`config.mk`:
```
export PLATFORM = sky130hd
export DESIGN_NAME = mem_lsu_flat
export DESIGN_NICKNAME = d
export VERILOG_FILES = /design/src/rtl/mem_lsu_pkg.sv /design/src/rtl/mem_lsu_if.sv /design/src/rtl/mem_lsu_load_ext.sv /design/src/rtl/mem_lsu.sv /design/src/flat_wrapper.sv
export SDC_FILE = /design/constraint.sdc
export NUM_CORES = 1
export LEC_CHECK = 0
export CORE_ASPECT_RATIO = 1.4
export CORE_MARGIN = 1
export CORE_UTILIZATION = 46
export CTS_CLUSTER_SIZE = 25
export DETAILED_ROUTE_END_ITERATION = 7
export GPL_TIMING_DRIVEN = 1
export PLACE_DENSITY = 0.79
export SYNTH_ARGS = -nofsm -noshare
export SYNTH_HDL_FRONTEND = slang
export SYNTH_SLANG_ARGS = --single-unit
```
`constraint.sdc`:
```
create_clock -name clk -period 4.1 [get_ports clk]
set_input_delay 1.23 -clock clk [delete_from_list [all_inputs] [get_ports clk]]
set_output_delay 1.23 -clock clk [all_outputs]
set_load 0.01 [all_outputs]
```
`src/rtl/mem_lsu_pkg.sv`:
```
// Shared types, funct3 encodings and access-size helpers for the MEM-stage load/store unit.
package mem_lsu_pkg;

   localparam logic [2:0] F3_LB  = 3'b000;
   localparam logic [2:0] F3_LH  = 3'b001;
   localparam logic [2:0] F3_LW  = 3'b010;
   localparam logic [2:0] F3_LBU = 3'b100;
   localparam logic [2:0] F3_LHU = 3'b101;

   typedef enum logic [1:0] {
      IDLE = 2'd0,
      REQ  = 2'd1,
      WAIT = 2'd2
   } lsu_state_t;

   function automatic logic misaligned(input logic [1:0] size, input logic [1:0] off);
      logic res;
      case (size)
         2'b01:   res = off[0];
         2'b10:   res = (off != 2'b00);
         default: res = 1'b0;
      endcase
      return res;
   endfunction

   function automatic logic [3:0] byte_en(input logic [1:0] size, input logic [1:0] off);
      logic [3:0] res;
      case (size)
         2'b00:   res = 4'b0001 << off;
         2'b01:   res = 4'b0011 << off;
         default: res = 4'b1111;
      endcase
      return res;
   endfunction

endpackage

```
`src/rtl/mem_lsu_if.sv`:
```
// Data-memory request/grant/response bus between the LSU (master) and memory (slave).
interface mem_lsu_if;
   logic        dmem_req_o;
   logic        dmem_we_o;
   logic [31:0] dmem_addr_o;
   logic [3:0]  dmem_be_o;
   logic [31:0] dmem_wdata_o;
   logic        dmem_gnt_i;
   logic        dmem_rvalid_i;
   logic [31:0] dmem_rdata_i;

   modport master (
      output dmem_req_o, dmem_we_o, dmem_addr_o, dmem_be_o, dmem_wdata_o,
      input  dmem_gnt_i, dmem_rvalid_i, dmem_rdata_i
   );

   modport slave (
      input  dmem_req_o, dmem_we_o, dmem_addr_o, dmem_be_o, dmem_wdata_o,
      output dmem_gnt_i, dmem_rvalid_i, dmem_rdata_i
   );
endinterface

```
`src/rtl/mem_lsu_load_ext.sv`:
```
// Lane shift of the response word followed by sign/zero extension per load type.
module mem_lsu_load_ext
   import mem_lsu_pkg::*;
(
   input  logic [31:0] rdata,
   input  logic [1:0]  off,
   input  logic [2:0]  funct3,
   output logic [31:0] data
);

   logic [31:0] shifted_s;

   // Shift the addressed byte to lane 0, then extend.
   always_comb begin
      shifted_s = rdata >> {off, 3'b000};
      case (funct3)
         F3_LB:   data = {{24{shifted_s[7]}}, shifted_s[7:0]};
         F3_LH:   data = {{16{shifted_s[15]}}, shifted_s[15:0]};
         F3_LBU:  data = {24'h000000, shifted_s[7:0]};
         F3_LHU:  data = {16'h0000, shifted_s[15:0]};
         default: data = shifted_s;
      endcase
   end

endmodule

```
`src/rtl/mem_lsu.sv`:
```
// MEM-stage load/store unit: runs the data-memory handshake, stalls the pipe until
// the access completes, and reports misalignment and response timeouts.
module mem_lsu
   import mem_lsu_pkg::*;
#(
   parameter int RSP_TIMEOUT = 255
) (
   input  logic             clk,
   input  logic             rst_n,
   input  logic             instr_valid_i,
   input  logic             mem_re_i,
   input  logic             mem_we_i,
   input  logic [2:0]       funct3_i,
   input  logic [31:0]      addr_i,
   input  logic [31:0]      wdata_i,
   mem_lsu_if.master        dmem,
   output logic [31:0]      load_data_o,
   output logic             lsu_stall_o,
   output logic             misalign_o,
   output logic             bus_err_o
);

   localparam logic [7:0] TIMEOUT_C = 8'(RSP_TIMEOUT);

   lsu_state_t  state_r;
   logic [7:0]  cnt_r;
   logic [31:0] addr_r;
   logic [3:0]  be_r;
   logic [31:0] wdata_r;
   logic        we_r;
   logic [2:0]  f3_r;
   logic [1:0]  off_r;
   logic [31:0] load_data_r;

   logic        new_s, mis_s, go_s, timeout_s;
   logic [3:0]  be_s;
   logic [31:0] wdata_s, ext_s;
   logic        req_s, we_s;
   logic [31:0] addr_s, bus_wdata_s;
   logic [3:0]  bus_be_s;

   mem_lsu_load_ext u_ext (
      .rdata  (dmem.dmem_rdata_i),
      .off    (off_r),
      .funct3 (f3_r),
      .data   (ext_s)
   );

   // Decode the incoming op: lane placement, byte enables and alignment.
   always_comb begin
      new_s     = (state_r == IDLE) && instr_valid_i && (mem_re_i || mem_we_i);
      mis_s     = misaligned(funct3_i[1:0], addr_i[1:0]);
      go_s      = new_s && !mis_s;
      be_s      = byte_en(funct3_i[1:0], addr_i[1:0]);
      timeout_s = (cnt_r == TIMEOUT_C);
      case (funct3_i[1:0])
         2'b00:   wdata_s = {4{wdata_i[7:0]}};
         2'b01:   wdata_s = {2{wdata_i[15:0]}};
         default: wdata_s = wdata_i;
      endcase
   end

   // Bus drive, stall and status outputs; IDLE forwards the live op, later states replay captured fields.
   always_comb begin
      req_s       = 1'b0;
      we_s        = we_r;
      addr_s      = addr_r;
      bus_be_s    = be_r;
      bus_wdata_s = wdata_r;
      lsu_stall_o = 1'b0;
      misalign_o  = 1'b0;
      bus_err_o   = 1'b0;
      load_data_o = load_data_r;
      case (state_r)
         IDLE: begin
            req_s       = go_s;
            we_s        = mem_we_i;
            addr_s      = {addr_i[31:2], 2'b00};
            bus_be_s    = be_s;
            bus_wdata_s = wdata_s;
            lsu_stall_o = go_s && !(dmem.dmem_gnt_i && mem_we_i);
            misalign_o  = new_s && mis_s;
         end
         REQ: begin
            req_s       = 1'b1;
            lsu_stall_o = dmem.dmem_gnt_i ? !we_r : !timeout_s;
            bus_err_o   = !dmem.dmem_gnt_i && timeout_s;
         end
         WAIT: begin
            lsu_stall_o = !dmem.dmem_rvalid_i && !timeout_s;
            bus_err_o   = !dmem.dmem_rvalid_i && timeout_s;
            if (dmem.dmem_rvalid_i) begin
               load_data_o = ext_s;
            end else begin
               load_data_o = load_data_r;
            end
         end
         default: begin
            req_s = 1'b0;
         end
      endcase
   end

   assign dmem.dmem_req_o   = req_s;
   assign dmem.dmem_we_o    = we_s;
   assign dmem.dmem_addr_o  = addr_s;
   assign dmem.dmem_be_o    = bus_be_s;
   assign dmem.dmem_wdata_o = bus_wdata_s;

   // Handshake FSM with request capture, response timeout counter and load-result hold.
   always_ff @(posedge clk or negedge rst_n) begin
      if (!rst_n) begin
         state_r     <= IDLE;
         cnt_r       <= 8'd0;
         addr_r      <= 32'd0;
         be_r        <= 4'd0;
         wdata_r     <= 32'd0;
         we_r        <= 1'b0;
         f3_r        <= 3'd0;
         off_r       <= 2'd0;
         load_data_r <= 32'd0;
      end else begin
         case (state_r)
            IDLE: begin
               if (go_s) begin
                  addr_r  <= {addr_i[31:2], 2'b00};
                  be_r    <= be_s;
                  wdata_r <= wdata_s;
                  we_r    <= mem_we_i;
                  f3_r    <= funct3_i;
                  off_r   <= addr_i[1:0];
                  cnt_r   <= 8'd0;
                  if (!dmem.dmem_gnt_i) begin
                     state_r <= REQ;
                  end else if (!mem_we_i) begin
                     state_r <= WAIT;
                  end else begin
                     state_r <= IDLE;
                  end
               end else begin
                  state_r <= IDLE;
               end
            end
            REQ: begin
               // A same-cycle rvalid is not a response to this request; only gnt counts here.
               if (dmem.dmem_gnt_i) begin
                  state_r <= we_r ? IDLE : WAIT;
                  cnt_r   <= 8'd0;
               end else if (timeout_s) begin
                  state_r <= IDLE;
               end else begin
                  cnt_r <= cnt_r + 8'd1;
               end
            end
            WAIT: begin
               if (dmem.dmem_rvalid_i) begin
                  load_data_r <= ext_s;
                  state_r     <= IDLE;
               end else if (timeout_s) begin
                  state_r <= IDLE;
               end else begin
                  cnt_r <= cnt_r + 8'd1;
               end
            end
            default: begin
               state_r <= IDLE;
            end
         endcase
      end
   end

endmodule

```
`src/flat_wrapper.sv`:
```
// flat-port wrapper written by rule: the top's interface ports become plain ports
module mem_lsu_flat import mem_lsu_pkg::*;
#(
   parameter int RSP_TIMEOUT = 255
)
  (clk, rst_n, instr_valid_i, mem_re_i, mem_we_i, funct3_i, addr_i, wdata_i, load_data_o, lsu_stall_o, misalign_o, bus_err_o, dmem_dmem_req_o, dmem_dmem_we_o, dmem_dmem_addr_o, dmem_dmem_be_o, dmem_dmem_wdata_o, dmem_dmem_gnt_i, dmem_dmem_rvalid_i, dmem_dmem_rdata_i);
  mem_lsu_if dmem_i ();
  input  logic clk;
  input  logic rst_n;
  input  logic instr_valid_i;
  input  logic mem_re_i;
  input  logic mem_we_i;
  input  logic [2:0] funct3_i;
  input  logic [31:0] addr_i;
  input  logic [31:0] wdata_i;
  output logic [31:0] load_data_o;
  output logic lsu_stall_o;
  output logic misalign_o;
  output logic bus_err_o;
  output wire logic [$bits(dmem_i.dmem_req_o)-1:0] dmem_dmem_req_o;
  output wire logic [$bits(dmem_i.dmem_we_o)-1:0] dmem_dmem_we_o;
  output wire logic [$bits(dmem_i.dmem_addr_o)-1:0] dmem_dmem_addr_o;
  output wire logic [$bits(dmem_i.dmem_be_o)-1:0] dmem_dmem_be_o;
  output wire logic [$bits(dmem_i.dmem_wdata_o)-1:0] dmem_dmem_wdata_o;
  input wire logic [$bits(dmem_i.dmem_gnt_i)-1:0] dmem_dmem_gnt_i;
  input wire logic [$bits(dmem_i.dmem_rvalid_i)-1:0] dmem_dmem_rvalid_i;
  input wire logic [$bits(dmem_i.dmem_rdata_i)-1:0] dmem_dmem_rdata_i;
  assign dmem_dmem_req_o = dmem_i.dmem_req_o;
  assign dmem_dmem_we_o = dmem_i.dmem_we_o;
  assign dmem_dmem_addr_o = dmem_i.dmem_addr_o;
  assign dmem_dmem_be_o = dmem_i.dmem_be_o;
  assign dmem_dmem_wdata_o = dmem_i.dmem_wdata_o;
  assign dmem_i.dmem_gnt_i = dmem_dmem_gnt_i;
  assign dmem_i.dmem_rvalid_i = dmem_dmem_rvalid_i;
  assign dmem_i.dmem_rdata_i = dmem_dmem_rdata_i;
  mem_lsu #(.RSP_TIMEOUT(RSP_TIMEOUT)) u_core (.clk(clk), .rst_n(rst_n), .instr_valid_i(instr_valid_i), .mem_re_i(mem_re_i), .mem_we_i(mem_we_i), .funct3_i(funct3_i), .addr_i(addr_i), .wdata_i(wdata_i), .dmem(dmem_i), .load_data_o(load_data_o), .lsu_stall_o(lsu_stall_o), .misalign_o(misalign_o), .bus_err_o(bus_err_o));
endmodule
```
==> Word level (Yosys, flattened, before mapping) <==
Index checks and enable logic that the tools add are counted.
{ "op_classes": {"n_addsub": 1, "multipliers": 0, "n_div": 0, "n_lt_le_gt_ge": 0, "eq_ne": 10, "n_shift": 3, "n_mux": 28, "n_bitwise": 0, "reduce_logical": 23} }
{ "op_table": {"columns": ["operator", "n"], "rows": [
  ["$mux W32", 4],
  ["$pmux W32 S4", 1],
  ["$pmux W32 S2", 1],
  ["$mux W8", 4],
  ["$shr A32 B5 Y32", 1],
  ["$pmux W8 S3", 1],
  ["$mux W2", 7],
  ["$logic_and A1 B1 Y1", 9],
  ["$add A8 B1 Y8 const B", 1],
  ["$eq A8 B8 Y1 const B", 1],
  ["$pmux W4 S2", 1],
  ["$eq A3 B3 Y1 const B", 2],
  ["$logic_not A1 Y1", 6],
  ["$pmux W1 S2", 3],
  ["$pmux W2 S3", 1],
  ["$eq A2 B1 Y1 const B", 2],
  ["$eq A2 B2 Y1 const B", 2],
  ["$logic_not A2 Y1", 2],
  ["$mux W4", 1],
  ["$shl A1 B2 Y4 const A", 1],
  ["$shl A2 B2 Y4 const A", 1],
  ["$eq A3 B1 Y1 const B", 1],
  ["$logic_not A3 Y1", 1],
  ["$mux W1", 3],
  ["other kinds (8)", 8]
]} }
{ "totals": {"reg_bits": 114, "latchBits": 0, "mem_bits_rw": 0, "romBits": 0, "mem_count": 0} }

==> Logic depth before layout (Yosys ltp) <==
Gate-level depths: netlist (run 1).
{ "depth": {"depth_word": 6, "depth_mapped": 10} }

==> By module <==
A second synthesis (run 1) with hierarchy kept.
{ "hier_totals": {"cells_unflattened": 699, "hier_area_um2": 6537.5} }
{ "by_module_without_submodules": {"columns": ["module", "n_inst", "cells_per_inst", "area_each_um2"], "rows": [
  ["mem_lsu", 1, 592, 5843.1],
  ["mem_lsu_load_ext", 1, 107, 694.4]
]} }

==> Worst setup path before layout (run 1) <==
OpenSTA, ideal clock, no wires.
{ "synth_timing": {"path_type": "input port to output port", "from": "in funct3_i[1]", "to": "out lsu_stall_o", "arrival_time_ps": 2827, "required_time_ps": 2870, "path_slack_ps": 43, "path_stages": 8, "path_buffers": 2, "cell_sequence": "inv_1 -> ha_1 -> and3_1 -> or3_1 -> buf_2 -> buf_2 -> a21o_1 -> a31oi_1"} }
{ "synth_via": {"elab_chain_cells": 6} }
{ "synth_lines": {"columns": ["element", "line_no", "rtl"], "rows": [
  ["from (decl)", "flat_wrapper.sv:13", "input logic [2:0] funct3_i;"],
  ["$eq A2 B2 Y1 / $eq A2 B1 Y1 (equally long branches)", "mem_lsu_pkg.sv:18", "case (size)"],
  ["$pmux W1 S2 *", "mem_lsu_pkg.sv:18", null],
  ["$logic_not A1 Y1 *", "mem_lsu.sv:53", "go_s = new_s && !mis_s;"],
  ["$logic_and A1 B1 Y1 *", "mem_lsu.sv:53", null],
  ["$logic_and A1 B1 Y1 *", "mem_lsu.sv:81", "lsu_stall_o = go_s && !(dmem.dmem_gnt_i && mem_we_i);"],
  ["$pmux W1 S3 *", "mem_lsu.sv:74", "case (state_r)"],
  ["to (decl)", "flat_wrapper.sv:17", "output logic lsu_stall_o;"]
]} }
Every way passes the cells marked *; elsewhere a longest branch is shown, timed or not.

==> Final worst setup path (run 1) <==
{ "layout_timing": {"from": "in funct3_i[0]", "to": "out dmem_dmem_wdata_o[25]"} }
{ "layout_via": {"elab_chain_cells": 3} }
{ "layout_lines": {"columns": ["element", "line_no", "rtl"], "rows": [
  ["$eq A2 B1 Y1 / $logic_not A2 Y1 (equally long branches)", "mem_lsu.sv:56", "case (funct3_i[1:0])"],
  ["$pmux W32 S2 *", "mem_lsu.sv:56", null],
  ["$mux W32 *", "mem_lsu.sv:74", null],
  ["to (decl)", "flat_wrapper.sv:24", "output wire logic [$bits(dmem_i.dmem_wdata_o)-1:0] dmem_dmem_wdata_o;"]
]} }
Marked as above.

==> results.rst, run 1 <==
.. list-table::
   :header-rows: 1

   * - Metric
     - Value
   * - Result of the run
     - finished clean
   * - Top_reg_cell synth
     - sky130_fd_sc_hd__dfrtp_1
   * - CORE AREA
     - 0.0133 sq mm
   * - Sw Pwr
     - 0.00158 W
   * - Clk Latency, worst-skew pair
     - 0.41 ns
   * - Number of primary I/O pins
     - approximately 210
   * - DRC violations left
     - 0
   * - Synth Instances
     - 612
   * - Power density normalized to cell area
     - 522 mW/mm^2
   * - Total count of hold-check failures in the final report
     - 0
   * - Logic depth of the worst register-to-register path
     - 8
   * - Standard cell with the maximum stage delay on the critical path
     - sky130_fd_sc_hd__o21ai_0
   * - Net Sw Frac
     - 0.318
   * - Via count of the first global-routing pass
     - a little over 6000
   * - Sequential share of power
     - 0.334
   * - Worst hold path depth
     - 2
   * - Cell-internal power
     - 0.00339 W
   * - Flops & latches, synth
     - 114
   * - Fraction of power consumed by the clock network
     - 0.283
   * - Count of final setup violators
     - 0
   * - Min-delay src
     - u_core.wdata_r[20]$_DFFE_PN0P_
   * - Top-area cell type share of the netlist area
     - 0.454
   * - Post-synth EDFFs
     - 0
   * - Final worst setup slack
     - roughly 0.0064 ns
   * - Standard-cell rows
     - 50
   * - Die width
     - 101 um
   * - Setup slack at placement
     - -0.794 ns
   * - Slowest cell delay on critical path
     - about 0.37 ns
   * - Worst-case vdd ir drop
     - 0.277 mV
   * - Top cell type by total area after synthesis
     - sky130_fd_sc_hd__dfrtp_1
   * - Longest Clk Path Bufs
     - 2
   * - TritonCTS Buffers
     - 17
   * - Proportion of layout cells with a drive suffix above 1
     - 0.318
   * - Routed wire length
     - between 15000 and 20000 um
   * - Maximum fanout encountered on the critical timing path
     - 6
   * - Antenna Nets Post-Route
     - 0
   * - Number of antenna violations at the first check in global routing
     - 0
   * - Buffer and inverter count on the worst path
     - 5
   * - Largest net degree at the start of global routing
     - 115
   * - Shortest clock period the worst path allows after layout
     - 4.09 ns
   * - Layout area overhead
     - 51.7%
   * - Final-stage net count
     - 980
   * - Placed wire-length estimate after detailed placement
     - 13900 um
   * - Total Routing Usage GR
     - 0.279
   * - Number of vias after detailed routing
     - 5800
   * - Peak Freq
     - 0.244 GHz
   * - Worst setup path class
     - in2out
   * - Synth cell types
     - 45
   * - Class of the tightest hold or removal check
     - reg2reg
   * - Wire length of the first global-routing pass
     - 30500 um
   * - Largest cells by area after synthesis
     - sky130_fd_sc_hd__dfrtp_1 (45%), sky130_fd_sc_hd__mux2_2 (19%), sky130_fd_sc_hd__a21oi_1 (4.1%)
   * - Detailed-router iteration count before antenna repair
     - 5
   * - Wire length per cell
     - 18.4 um
   * - Kind of start point of the critical path
     - input pin
   * - Ratio of final minimum period to clock period
     - 0.998
   * - Iter 0 DRT Violations
     - 280
   * - Number of sinks on the clock net
     - ~110
   * - Data required time at the worst endpoint
     - approximately 2.9 ns
   * - Post-CTS clock slew at the launch and capture registers of the worst setup and hold paths
     - about 0.06 ns
   * - Combinational cell fraction of total power
     - 0.382
   * - Clock tree from TritonCTS
     - built
   * - H-tree levels
     - 4
   * - Relative max-transition margin
     - 0.537
   * - Overall die height
     - between 100 and 150 um
   * - RD Place Congestion
     - 0.953
   * - Initial Utilization
     - 0.471
   * - Final-report max-slew violation count
     - 0
   * - DR vias/cell
     - 5.48
   * - R2r endpoint
     - u_core.state_r[1]$_DFF_PN0_
   * - Warning count from the yosys run
     - 0
   * - Setup slack of the most critical reg-to-reg path
     - 1.77 ns
   * - Top delay family on crit path
     - buffers and inverters
   * - Cells along the critical path
     - clkdlybuf4s15_2 -> inv_4 -> ha_4 -> buf_4 -> clkinvlp_4 -> o21ai_0 -> a21oi_2 -> mux2_2 -> buf_2
   * - Worst r2r src
     - u_core.state_r[1]$_DFF_PN0_
   * - Cell chosen for the clock root
     - sky130_fd_sc_hd__clkbuf_16
   * - Post-synthesis async set-or-reset flop share
     - 1.00
   * - Input/output buffers
     - 208
   * - Util after Layout
     - 0.715
   * - Endpoint arrival time on the critical path
     - between 2 and 3 ns
   * - Hold EP
     - u_core.wdata_r[20]$_DFFE_PN0P_
   * - Number of violations of the max-capacitance limit
     - 0
   * - Tightest Pin Transition
     - 0.691 ns
   * - Element type at the critical path end
     - output port
   * - Number of antenna repair diodes
     - 0
   * - Mean area per synthesized cell
     - about 10 sq um
   * - Congestion Overflow GR
     - 0
   * - Full die area
     - 0.0141 sq mm
   * - Fraction of the yosys area taken by sequential cells
     - 0.454
   * - Combined area of all synthesized cells
     - 0.00628 sq mm
   * - Worst clock skew
     - between 0.01 and 0.015 ns
   * - Leakage dissipation
     - around 4.2 nW
   * - Total of fill cells in the finished design
     - roughly 1000
==> per-layer routing <==
layer	vias to the layer above	track usage	wire length [um]
met5	-	0	0
met4	0	0.123	658
met3	51	0.0714	1260
met2	246	0.503	10300
met1	2805	0.306	7250
li1	2698	-	-
==> tightest hold or removal path: stages (launching register included) <==
cell	delay (ns)
sky130_fd_sc_hd__dfrtp_1	0.34
sky130_fd_sc_hd__nand2_1	0.04
sky130_fd_sc_hd__o21ai_0	0.06
==> area by class of cell <==
type	count	area, sq um	share of cell area
repair buffers	276	2480	0.261
well taps	182	228	0.0239
clock inverters	9	80.1	0.00841
multi-input cells	448	3350	0.352
clock buffers	22	494	0.0519
flip-flops and latches	114	2850	0.299
inverters	8	36.3	0.00381
==> placed cells by master (no fill, tap or decap), types with 9 or more instances in the layout <==
cell,count
sky130_fd_sc_hd__buf_4,60
sky130_fd_sc_hd__buf_2,13
sky130_fd_sc_hd__and2_1,9
sky130_fd_sc_hd__clkdlybuf4s50_1,138
sky130_fd_sc_hd__o21ai_0,32
sky130_fd_sc_hd__mux2i_1,16
sky130_fd_sc_hd__nor2_1,53
sky130_fd_sc_hd__dlygate4sd2_1,19
sky130_fd_sc_hd__o22a_1,17
sky130_fd_sc_hd__nand2_1,48
sky130_fd_sc_hd__a22oi_1,10
sky130_fd_sc_hd__dfrtp_1,114
sky130_fd_sc_hd__a211oi_1,9
sky130_fd_sc_hd__clkbuf_2,24
sky130_fd_sc_hd__a21oi_1,47
sky130_fd_sc_hd__nor2b_1,11
sky130_fd_sc_hd__clkbuf_16,17
sky130_fd_sc_hd__mux2_2,105
==> power groups by stage <==
stage | Combinational, W | Clock, W | Sequential (W)
6_report | 0.00190 | 0.00141 | 0.00166
3_5_place_dp | 0.00204 | 0 | 0.00167
3_3_place_gp | 0.00199 | 0 | 0.00165
2_1_floorplan | 0.00103 | 0 | 0.00160
4_1_cts | 0.00193 | 0.00143 | 0.00166
5_1_grt | 0.00205 | 0.00149 | 0.00170
==> Yosys cell counts, drive strengths merged (6+ instances only) <==
master	instances
nand2	50
and2	10
inv	8
a21oi	52
nand2b	6
o2bb2ai	7
mux2	105
a211oi	9
nor2b	11
a22oi	13
a31oi	7
nor2	58
o21ai	38
dfrtp	114
clkbuf	23
ha	9
buf	20
o22a	17
mux2i	17
==> cells by family (layout without fill, tap and decap cells) <==
family | Yosys count | in the layout | synth area share
flip-flops | 114 | 114 | 0.454
adder cells (fa/ha/maj) | 9 | 9 | 0.0179
buffers and inverters | 51 | 315 | 0.0359
AND/OR/NAND/NOR | 154 | 154 | 0.110
multiplexers | 123 | 123 | 0.219
AO/OA/AOI/OAI | 160 | 160 | 0.162
other | 1 | 2 | 0.000597
==> sequential cells by signal (all words and copies together), names as in the netlist, 2 cells and up <==
name	count
u_core.load_data_r	32
u_core.wdata_r	32
u_core.addr_r	30
u_core.cnt_r	8
u_core.be_r	4
u_core.f3_r	3
u_core.off_r	2
u_core.state_r	2
==> through the flow <==
stage	power, W	TNS, ns	cell area, sq um	hold slack [ns]	cells
global placement	0.00364	-26.64	8940	0.464	1024
detailed placement	0.00372	-28.23	8940	0.472	1024
global route	0.00523	-0.0519	9530	0.503	1059
floorplan	0.00264	0	6280	0.451	613
finish	0.00497	0	9530	0.480	1059
CTS	0.00502	-0.00248	9540	0.482	1057
==> repair_timing <==
| item | in CTS | in global routing |
|---|---|---|
| cloned | 1 | 0 |
| gates resized for setup | 146 | 66 |
| pin swaps | 2 | 5 |
| setup endpoints to repair | 63 | 41 |
| setup buffers | 1 | 2 |
| hold buffers | 0 | 0 |
==> worst max-delay path by stage <==
stage / startpoint / endpoint / slack, ns / depth (start not counted)
2_1_floorplan: funct3_i[1] / lsu_stall_o / 0.04 / 8
3_3_place_gp: funct3_i[0] / lsu_stall_o / -0.73 / 8
6_report: funct3_i[0] / dmem_dmem_wdata_o[25] / 0.006 / 9
3_5_place_dp: funct3_i[0] / lsu_stall_o / -0.79 / 8
5_1_grt: funct3_i[1] / dmem_dmem_wdata_o[18] / -0.02 / 10
4_1_cts: funct3_i[1] / lsu_stall_o / -0.002 / 8
Power figures use the tool's default switching activity.
==> run 2, diff against run 1 <==
--- a/config.mk
+++ b/config.mk
@@ -7,11 +7,11 @@
 export LEC_CHECK = 0
 export CORE_ASPECT_RATIO = 1.4
 export CORE_MARGIN = 1
-export CORE_UTILIZATION = 46
+export CORE_UTILIZATION = 40
 export CTS_CLUSTER_SIZE = 25
 export DETAILED_ROUTE_END_ITERATION = 7
 export GPL_TIMING_DRIVEN = 1
-export PLACE_DENSITY = 0.79
+export PLACE_DENSITY = 0.7
 export SYNTH_ARGS = -nofsm -noshare
 export SYNTH_HDL_FRONTEND = slang
 export SYNTH_SLANG_ARGS = --single-unit
==> run 2 against run 1 <==
  * Utilization shrank 8.6 points
  * Clock-buffer cell count is 5 lower
  * Critical path depth fell by 1
  * Global-route usage is 3.4 points lower
  * Sequential power about the same
  * Final cell count increased by 1.7%
  * First-iteration DRC count down 1.4%
  * Critical endpoint is now load_data_o[21]
  * Sequential share of layout area shrank 0.063 points
  * Non-clock buffer count increased by 7
  * Hold slack hardly changed
  * Maximum frequency up 0.51%
==> results.rst, run 2 (synthesis gave the netlist of run 1 again) <==
.. list-table::
   :header-rows: 1

   * - Metric
     - Value
   * - Setup TNS
     - 0 ns
   * - Clock tree from TritonCTS
     - built
   * - Final hold slack
     - 0.480 ns
   * - Slowest cell delay on critical path
     - around 0.50 ns
   * - Data required time at the worst endpoint
     - around 2.9 ns
   * - Setup slack of the most critical reg-to-reg path
     - between 1 and 1.5 ns
   * - Final-stage net count
     - 987
   * - Initial Utilization
     - 0.413
   * - Detailed-router iteration count before antenna repair
     - 5
   * - Wire length of the first global-routing pass
     - a little over 30000 um
   * - Number of vias after detailed routing
     - ~5800
   * - Maximum fanout encountered on the critical timing path
     - 8
   * - Number of primary I/O pins
     - 211
   * - Input/output buffers
     - between 200 and 250
   * - Stages on worst setup path
     - 8
   * - Number of antenna repair diodes
     - 0
   * - Longest Clk Path Bufs
     - 2
   * - Top delay family on crit path
     - buffers and inverters
   * - Die width
     - around 110 um
   * - Leakage dissipation
     - about 4.2 nW
   * - Largest net degree at the start of global routing
     - 115
   * - DRC violations left
     - 0
   * - Clk Latency, worst-skew pair
     - 0.40 ns
   * - Worst hold path depth
     - 2
   * - Leading cell types in the layout, fill and taps excluded
     - sky130_fd_sc_hd__clkdlybuf4s50_1 (140), sky130_fd_sc_hd__dfrtp_1 (114), sky130_fd_sc_hd__mux2_2 (104)
   * - Wire length per cell
     - ~18 um
   * - Sequential share of power
     - 0.329
   * - Sw Pwr
     - 0.00162 W
   * - Number of antenna violations at the first check in global routing
     - 0
   * - Endpoint arrival time on the critical path
     - 2.84 ns
   * - Iter 0 DRT Violations
     - 276
   * - Shortest clock period the worst path allows after layout
     - just over 4 ns
   * - DR vias/cell
     - ~5.3
   * - Element type at the critical path end
     - output port
   * - R2r endpoint
     - u_core.cnt_r[3]$_DFFE_PN0P_
   * - Overall die height
     - between 150 and 200 um
   * - Worst clock skew
     - 0.0106 ns
   * - Via count of the first global-routing pass
     - 6019
   * - Post-CTS clock slew at the launch and capture registers of the worst setup and hold paths
     - 0.05 ns
   * - Routed wire length
     - between 15000 and 20000 um
   * - Standard cell with the maximum stage delay on the critical path
     - sky130_fd_sc_hd__mux4_2
   * - Count of final setup violators
     - 0
   * - Logic depth of the worst register-to-register path
     - 8
   * - RD Place Congestion
     - 0.868
   * - Worst r2r src
     - u_core.state_r[1]$_DFF_PN0_
   * - Standard-cell rows
     - 53
   * - Most common library cell in the layout ignoring fill and taps
     - sky130_fd_sc_hd__clkdlybuf4s50_1
   * - Final-report max-slew violation count
     - 0
   * - Ratio of final minimum period to clock period
     - 0.993
   * - Full die area
     - between 0.015 and 0.02 sq mm
   * - Worst setup path class
     - in2out
   * - Result of the run
     - finished clean
   * - Number of violations of the max-capacitance limit
     - 0
   * - Cells along the critical path
     - dlygate4sd2_1 -> mux4_2 -> nand2_2 -> o211ai_4 -> buf_4 -> buf_12 -> o22a_1 -> clkbuf_2
   * - Net Sw Frac
     - 0.324
   * - Layout area overhead
     - 52.0%
   * - Tightest Pin Transition
     - 1.06 ns
   * - Cell chosen for the clock root
     - sky130_fd_sc_hd__clkbuf_16
   * - RSZ-0062 raised after global routing
     - yes
   * - Congestion Overflow GR
     - 0
   * - Crit path capture
     - load_data_o[21]
   * - CORE AREA
     - 0.0152 sq mm
   * - Antenna Nets Post-Route
     - 0
   * - Fraction of power consumed by the clock network
     - 0.292
   * - Proportion of layout cells with a drive suffix above 1
     - 0.323
   * - Power density normalized to cell area
     - about 520 mW/mm^2
   * - Biggest registers after layout
     - u_core.load_data_r x32, u_core.wdata_r x32, u_core.addr_r x30
   * - Worst-case vdd ir drop
     - 0.277 mV
   * - Total count of hold-check failures in the final report
     - 0
   * - Number of sinks on the clock net
     - approximately 110
   * - Kind of start point of the critical path
     - input pin
   * - Buffer and inverter count on the worst path
     - 4
   * - Total of fill cells in the finished design
     - 1331
   * - Launching element of the worst setup path
     - dmem_dmem_rdata_i[15]
   * - Cell-internal power
     - 0.00338 W
   * - Relative max-transition margin
     - 0.295
   * - Class of the tightest hold or removal check
     - reg2reg
   * - H-tree levels
     - 4
   * - TritonCTS Buffers
     - 17
   * - Total Routing Usage GR
     - 0.245
   * - Placed wire-length estimate after detailed placement
     - approximately 14000 um
   * - Combinational cell fraction of total power
     - 0.379
   * - Peak Freq
     - around 0.25 GHz
==> run 2: worst reg2reg max path, cell delays in order (launching register included) <==
cell and delay, ns:
sky130_fd_sc_hd__dfrtp_1 0.39, sky130_fd_sc_hd__inv_1 0.12, sky130_fd_sc_hd__ha_4 0.20, sky130_fd_sc_hd__o211ai_1 0.18, sky130_fd_sc_hd__or3_4 0.21, sky130_fd_sc_hd__buf_4 0.10, sky130_fd_sc_hd__buf_4 0.76, sky130_fd_sc_hd__a21oi_2 0.26
sky130_fd_sc_hd__a32o_1 0.30
==> run 2: layer usage <==
metal / part of all wire / global-route usage
met1: 0.37 / 0.263
met5: 0 / 0
met2: 0.53 / 0.442
met4: 0.027 / 0.106
met3: 0.071 / 0.0723
==> run 2: area by class of cell <==
type / count / area, sq um / share of cell area
multi-input combinational: 448 / 3320 / 0.347
clock inverter: 15 / 159 / 0.0166
timing repair buffer: 283 / 2520 / 0.264
inverter: 8 / 30.0 / 0.00315
sequential: 114 / 2850 / 0.299
tap: 192 / 240 / 0.0252
clock buffer: 17 / 425 / 0.0446
==> run 2: worst min-delay path by stage <==
| stage | startpoint | endpoint | slack (ns) |
|---|---|---|---|
| floorplan | u_core.be_r[0]$_DFFE_PN0P_ | u_core.be_r[0]$_DFFE_PN0P_ | 0.45 |
| global placement | u_core.load_data_r[7]$_DFF_PN0_ | u_core.load_data_r[7]$_DFF_PN0_ | 0.46 |
| detailed placement | u_core.wdata_r[17]$_DFFE_PN0P_ | u_core.wdata_r[17]$_DFFE_PN0P_ | 0.47 |
| CTS | u_core.wdata_r[17]$_DFFE_PN0P_ | u_core.wdata_r[17]$_DFFE_PN0P_ | 0.48 |
| global route | u_core.wdata_r[15]$_DFFE_PN0P_ | u_core.wdata_r[15]$_DFFE_PN0P_ | 0.51 |
| finish | u_core.wdata_r[19]$_DFFE_PN0P_ | u_core.wdata_r[19]$_DFFE_PN0P_ | 0.48 |
==> run 2: metrics by stage <==
| step | setup WS [ns] | instance area (sq um) | power (W) | instances | utilization |
|---|---|---|---|---|---|
| 3_5_place_dp | -0.770 | 8950 | 0.00371 | 1034 | 0.590 |
| 6_report | 0.0272 | 9550 | 0.00500 | 1077 | 0.629 |
| 5_1_grt | -0.0291 | 9550 | 0.00527 | 1077 | 0.629 |
| 4_1_cts | -0.0416 | 9590 | 0.00507 | 1073 | 0.632 |
| 2_1_floorplan | 0.0429 | 6280 | 0.00264 | 613 | - |
| 3_3_place_gp | -0.721 | 8950 | 0.00365 | 1034 | 0.590 |
==> run 2: power groups by stage <==
stage          Clock (W)  Combinational [W]  Sequential [W]
3_3_place_gp           0            0.00201         0.00164
2_1_floorplan          0            0.00103         0.00160
5_1_grt          0.00154            0.00205         0.00168
4_1_cts          0.00149            0.00193         0.00164
6_report         0.00146            0.00190         0.00164
3_5_place_dp           0            0.00205         0.00166
==> run 2: repair_timing <==
| action | 4_1_cts | 5_1_grt |
|---|---|---|
| cloned | 2 | 0 |
| gates resized for setup | 145 | 61 |
| pin swaps | 7 | 8 |
| setup endpoints to repair | 63 | 50 |
| buffers inserted | 5 | 4 |
| hold buffers | 0 | 0 |
==> variant 1 (settings of run 1) <==
Make the reset (`rst_n`) synchronous in one clocked block.
--- a/src/rtl/mem_lsu.sv
+++ b/src/rtl/mem_lsu.sv
@@ -108,7 +108,7 @@
    assign dmem.dmem_wdata_o = bus_wdata_s;
 
    // Handshake FSM with request capture, response timeout counter and load-result hold.
-   always_ff @(posedge clk or negedge rst_n) begin
+   always_ff @(posedge clk) begin
       if (!rst_n) begin
          state_r     <= IDLE;
          cnt_r       <= 8'd0;
Check against the original RTL: differs if rst_n is asserted again (counterexample within 4 cycles, from zero or initial values and one cycle with rst_n low); with rst_n held inactive, the same outputs for 4 cycles.
==> variant 1 against run 1 <==
  * Routed wire length is 8.4% higher
  * Maximum frequency hardly changed
  * Global-route usage is 1.1 points higher
  * Sequential cell count stayed put
  * Area after synthesis is 3.7% higher
  * Non-clock buffer count stayed put
  * Critical path depth is 4 lower
  * First-iteration DRC count is 10% lower
  * Synthesized cell count is 31% higher
  * Design area is 2.1% higher
  * Worst setup slack worse by 0.0040 ns
  * Final cell count is 16% higher
  * Sequential share of layout area is 6.5 points lower
  * Largest cell class unchanged
Power is not compared: it rests on default switching activity, and its combinational part moved more than twofold at a synthesized area within 25%.
==> variant 1: results (changes against run 1) <==
Synth cell count leaders: 177 x nand2_1, 114 x dfxtp_1, 54 x a21oi_1, 53 x a21boi_0, 49 x clkbuf_1
ANT cells: 0 (unchanged)
Share of cells above drive strength 1: 0.2231 (-0.09505)
Hold Path Depth: 2 (unchanged)
Worst hold slack: 0.4596 ns (-0.02023 ns)
HP Start: u_core.addr_r[13]
H-tree Lvls: 4 (unchanged)
Dpl cells: 1186 (+16%)
Asr flop ratio synth: 0 (-1.000)
Global placer's final weighted congestion: 0.8952 (-6.1%)
Largest buffer count on any clock path: 2 (unchanged)
Worst Hold Class: register to register
Hpwl dp: 14550 um (+4.9%)
Vias in the first global route: 6658 (+8.8%)
Largest net degree at the start of global routing: 96 (-17%)
Static Leak: 0.004096 uW
Antenna violations before repair: 0 (unchanged)
CTS buffer count: 17 (unchanged)
Worst r2r src: u_core.state_r[0]
Clock slew at reported path FFs: 0.05 ns
Final setup viols: 0 (unchanged)
Aggregate global-route resource usage: 0.2904 (+0.01089)
First-pass GRT wire length: 32820 um (+7.6%)
Reg area: 0.002282 mm^2 (-20%)
DRT Wirelength: 21140 um (+8.4%)
Reg2Reg Depth: 8 (unchanged)
Port bufs: 208 (unchanged)
Fillers: 1109 (+11%)
Reg2Reg Capture Point: u_core.cnt_r[6]
Initial DRC count: 251 (-10%)
Pre-CTS WS: -0.6221 ns (+0.1720 ns)
Clk Tree Root Cell: clkbuf_16
Syn Inst Count: 799 (+31%)
Worst Tran Pin Value: 0.9544 ns (+0.2633 ns)
CP startpoint: wdata_i[5]
First-pass detailed-route iteration total: 5 (unchanged)
Sequential area share after synthesis: 0.3505 (-0.1039)
Outcome: finished, final reports clean
Clock Skew: 0.008268 ns (-0.002403 ns)
Drt wl/cell: 17.26 um (-6.3%)
Top flop regs: u_core.load_data_r x32, u_core.wdata_r x32, u_core.addr_r x30
Synth top area cells: dfxtp_1 35%, nand2_1 10%, mux2_2 8.1%
Synth Flop Type: dfxtp_1
Post-synthesis cell type count: 47 (+4.4%)
Clk_lat worst skew: 0.41 ns (about the same)
# nets final: 1142 (+17%)
Vias per cell: 5.498 (+0.39%)
Hold Crit Endpoint: u_core.addr_r[13]
Flop-to-flop setup slack: 1.56 ns (-0.21 ns)
CP max FO: 3 (-3)
Max VDD drop: 0.0002475 V
Number of synthesis warnings: 0 (unchanged)
Dpl cell area: 0.009044 mm^2 (+1.1%)
## variant 1: kinds of logic after synthesis
kind of cell,share of synthesized area
AND/OR/NAND/NOR,0.2006
multiplexers,0.1259
adder cells (fa/ha/maj),0.01729
other,0.0005759
AO/OA/AOI/OAI,0.2502
flip-flops,0.3505
buffers and inverters,0.05496
## variant 1: critical path: stages
cell,delay [ns]
clkdlybuf4s50_1,0.58
buf_4,0.14
mux2i_1,0.07
a21oi_1,0.26
clkdlybuf4s50_1,0.59
## variant 1: how the worst max path moves through the flow
stage / end / slack, ns
after floorplan: lsu_stall_o / -0.006
after global placement: dmem_dmem_wdata_o[25] / -0.58
after detailed placement: dmem_dmem_wdata_o[25] / -0.62
after CTS: load_data_o[5] / 0.001
after global routing: load_data_o[28] / -0.01
final: dmem_dmem_wdata_o[21] / 0.002
## variant 1: cell type report
class                   count  area share
multi-input cells         604      0.4166
clock inverters            13     0.01171
clock buffers              19     0.04555
flip-flops and latches    114      0.2347
well taps                 185     0.02380
inverters                  14    0.005404
repair buffers            276      0.2622
## variant 1: where the power goes
part | switching, uW | leakage [uW] | total, uW | internal [uW]
registers | 32.6 | 0.000930 | 1200 | 1170
logic | 386 | 0.00291 | 804 | 418
clock network | 542 | 0.000261 | 1390 | 845
## variant 1: layer usage
| metal | part of all wire | global-route usage | wire length, um |
|---|---|---|---|
| met1 | 0.38 | 0.3059 | 8001 |
| met2 | 0.52 | 0.5182 | 10920 |
| met3 | 0.066 | 0.07783 | 1395 |
| met4 | 0.039 | 0.1496 | 826 |
| met5 | 0 | 0 | 0 |
## variant 1: what timing repair did
item | 4_1_cts | 5_1_grt
setup endpoints to repair | 61 | 22
gates resized for setup | 200 | 23
cloned | 3 | 0
buffers inserted | 4 | 0
pin swaps | 12 | 4
==> variant 2 (flow settings as in run 1) <==
Without the edit above. `RSP_TIMEOUT` is set to 255 in 2 places; all go to 128.
--- a/src/rtl/mem_lsu.sv
+++ b/src/rtl/mem_lsu.sv
@@ -3,7 +3,7 @@
 module mem_lsu
    import mem_lsu_pkg::*;
 #(
-   parameter int RSP_TIMEOUT = 255
+   parameter int RSP_TIMEOUT = 128
 ) (
    input  logic             clk,
    input  logic             rst_n,
--- a/src/flat_wrapper.sv
+++ b/src/flat_wrapper.sv
@@ -1,7 +1,7 @@
 // flat-port wrapper written by rule: the top's interface ports become plain ports
 module mem_lsu_flat import mem_lsu_pkg::*;
 #(
-   parameter int RSP_TIMEOUT = 255
+   parameter int RSP_TIMEOUT = 128
 )
   (clk, rst_n, instr_valid_i, mem_re_i, mem_we_i, funct3_i, addr_i, wdata_i, load_data_o, lsu_stall_o, misalign_o, bus_err_o, dmem_dmem_req_o, dmem_dmem_we_o, dmem_dmem_addr_o, dmem_dmem_be_o, dmem_dmem_wdata_o, dmem_dmem_gnt_i, dmem_dmem_rvalid_i, dmem_dmem_rdata_i);
   mem_lsu_if dmem_i ();
Function: same outputs for any inputs over 4 cycles, from zero or initial values and one cycle with rst_n low; that may be too few to reach the edited logic, so the function may still have changed.
==> variant 2 against run 1 <==
  * Design area up 2.8%
  * Final cell count down 1.2%
  * Area after synthesis up 1.5%
  * Worst setup slack better by 0.038 ns
  * First-iteration DRC count down 61%
  * Synthesized cell count down 1.3%
  * Routed wire length down 3.6%
  * Sequential cell count unchanged
  * Largest cell class unchanged
  * Power up 4.1%
  * Largest power group unchanged
==> variant 2: results (changes against run 1) <==
Hpwl dp: 12980 um (-6.4%)
CP max stage delay: 0.52 ns (+0.15 ns)
Largest net degree at the start of global routing: 98 (-15%)
Mux cell area share after synthesis: 0.2140 (-0.004992)
Drt wl/cell: 17.98 um (-2.4%)
Met2 GRT Util: 0.4805 (-0.02204)
Hold Buf Count CTS: 0 (unchanged)
CTS buffer count: 17 (unchanged)
Initial DRC count: 108 (-61%)
Synth Area in Adders: 0.01963 (+0.001699)
Dpl cells: 1006 (-1.8%)
Outcome: finished, final reports clean
Worst Hold Class: register to register
DRT Wirelength: 18810 um (-3.6%)
Global placer's final weighted congestion: 0.8586 (-9.9%)
Met1 Use GR: 0.2920 (-0.01364)
Clock Skew: 0.01246 ns (+0.001788 ns)
Gr ovfl total: 0 (unchanged)
Aggregate global-route resource usage: 0.2712 (-0.008287)
ANT cells: 0 (unchanged)
CP delay by family, top: buffers and inverters
CP arrival: 2.83 ns (-0.03 ns)
Reg2Reg Capture Point: u_core.wdata_r[29]
Top flop regs: u_core.load_data_r x32, u_core.wdata_r x32, u_core.addr_r x30
Share of cells above drive strength 1: 0.3310 (+0.01289)
Post-synthesis cell type count: 51 (+13%)
# nets final: 967 (-1.3%)
Antenna violations before repair: 0 (unchanged)
Synth top area cells: dfrtp_1 45%, mux2_2 18%, a21oi_1 4.1%
Dpl cell area: 0.008979 mm^2 (+0.41%)
Max VDD drop: 0.0003413 V (+23%)
Hold Crit Endpoint: u_core.wdata_r[22]
Vias in the first global route: 6116 (-0.049%)
First-pass detailed-route iteration total: 5 (unchanged)
Relative slew margins: 0.3145 (-0.2220)
Worst hold slack: 0.4809 ns (+0.001104 ns)
HP Start: u_core.wdata_r[22]
Synth Area in Compound Gates: 0.1679 (+0.005462)
Synth cell count leaders: 114 x dfrtp_1, 103 x mux2_2, 52 x a21oi_1, 49 x nor2_1, 41 x nand2_1
CP max-delay cell: mux4_2
Static Leak: 0.004238 uW (+0.83%)
Worst r2r src: u_core.state_r[1]
Met3 usage: 0.08128 (+0.009924)
Reg2Reg Depth: 7 (-1)
First-pass GRT wire length: 29950 um (-1.9%)
Synth Flop Type: dfrtp_1
Vias per cell: 5.473 (about the same)
Sequential area share after synthesis: 0.4477 (-0.006691)
CP max FO: 17 (+11)
Flop-to-flop setup slack: 1.54 ns (-0.23 ns)
Avg Inst Size Synth: 10.55 um^2 (+2.8%)
H-tree Lvls: 4 (unchanged)
Xor/xnor share of the synthesized area: 0 (unchanged)
## variant 2: repair_timing
| action | 4_1_cts | 5_1_grt |
|---|---|---|
| resized for setup | 184 | 31 |
| setup buffers | 5 | 1 |
| pin swaps | 7 | 5 |
| endpoints found under the setup margin | 63 | 34 |
| gates cloned | 2 | 0 |
## variant 2: per-stage QoR
stage / utilization / setup slack, ns / TNS (ns)
6_report: 0.7277 / 0.04400 / 0
5_1_grt: 0.7277 / -0.0006470 / -0.0006470
4_1_cts: 0.7225 / 0.01592 / 0
3_5_place_dp: 0.6675 / -0.6590 / -25.94
3_3_place_gp: 0.6675 / -0.6570 / -23.45
2_1_floorplan: - / 0.001891 / 0
## variant 2: layout make-up
cell class                 instances  area [um^2]
clock buffer                      17        425.4
clock inverter                    15        198.9
fill                             938         3662
inverter                           9        36.28
multi-input combinational        436         3508
sequential                       114         2853
tap                              182        227.7
timing repair buffer             273         2539
## variant 2: how the worst max path moves through the flow
| stage | start | end | slack [ns] | cells past startpoint |
|---|---|---|---|---|
| after global routing | dmem_dmem_rdata_i[31] | load_data_o[27] | -0.0006 | 8 |
| after detailed placement | funct3_i[0] | lsu_stall_o | -0.66 | 8 |
| after floorplan | funct3_i[1] | lsu_stall_o | 0.002 | 9 |
| final | dmem_dmem_rdata_i[31] | load_data_o[22] | 0.04 | 7 |
| after CTS | dmem_dmem_rdata_i[4] | load_data_o[4] | 0.02 | 6 |
| after global placement | funct3_i[0] | lsu_stall_o | -0.66 | 8 |
## variant 2: layer usage
| layer | part of all wire | wire length, um |
|---|---|---|
| met3 | 0.067 | 1260 |
| met2 | 0.52 | 9775 |
| met4 | 0.031 | 575 |
| met5 | 0 | 0 |
| met1 | 0.38 | 7196 |
## variant 2: report_power, final
group          internal (uW)  leakage (uW)  switching (uW)  total [uW]
clock network            975      0.000303             581        1560
registers               1490       0.00138             170        1660
logic                   1050       0.00256             909        1960
total                   3520       0.00424            1660        5180
## variant 2: logic make-up (layout without fill, tap and decap cells)
| logic type | after synthesis | in the layout |
|---|---|---|
| other | 1 | 2 |
| buffers and inverters | 55 | 314 |
| DFF | 114 | 114 |
| AOI/OAI and AO/OA | 159 | 159 |
| muxes | 122 | 122 |
| and+or+nand+nor | 143 | 143 |
| adders and majority gates | 10 | 10 |
## variant 2: worst reg2reg max path, cell delays in order, from the launching register on
cell and delay [ns]:
dfrtp_1 0.41, inv_1 0.11, ha_4 0.18, o211ai_1 0.17, or3_4 0.21, buf_4 0.11, buf_4 0.77, mux2_2 0.49
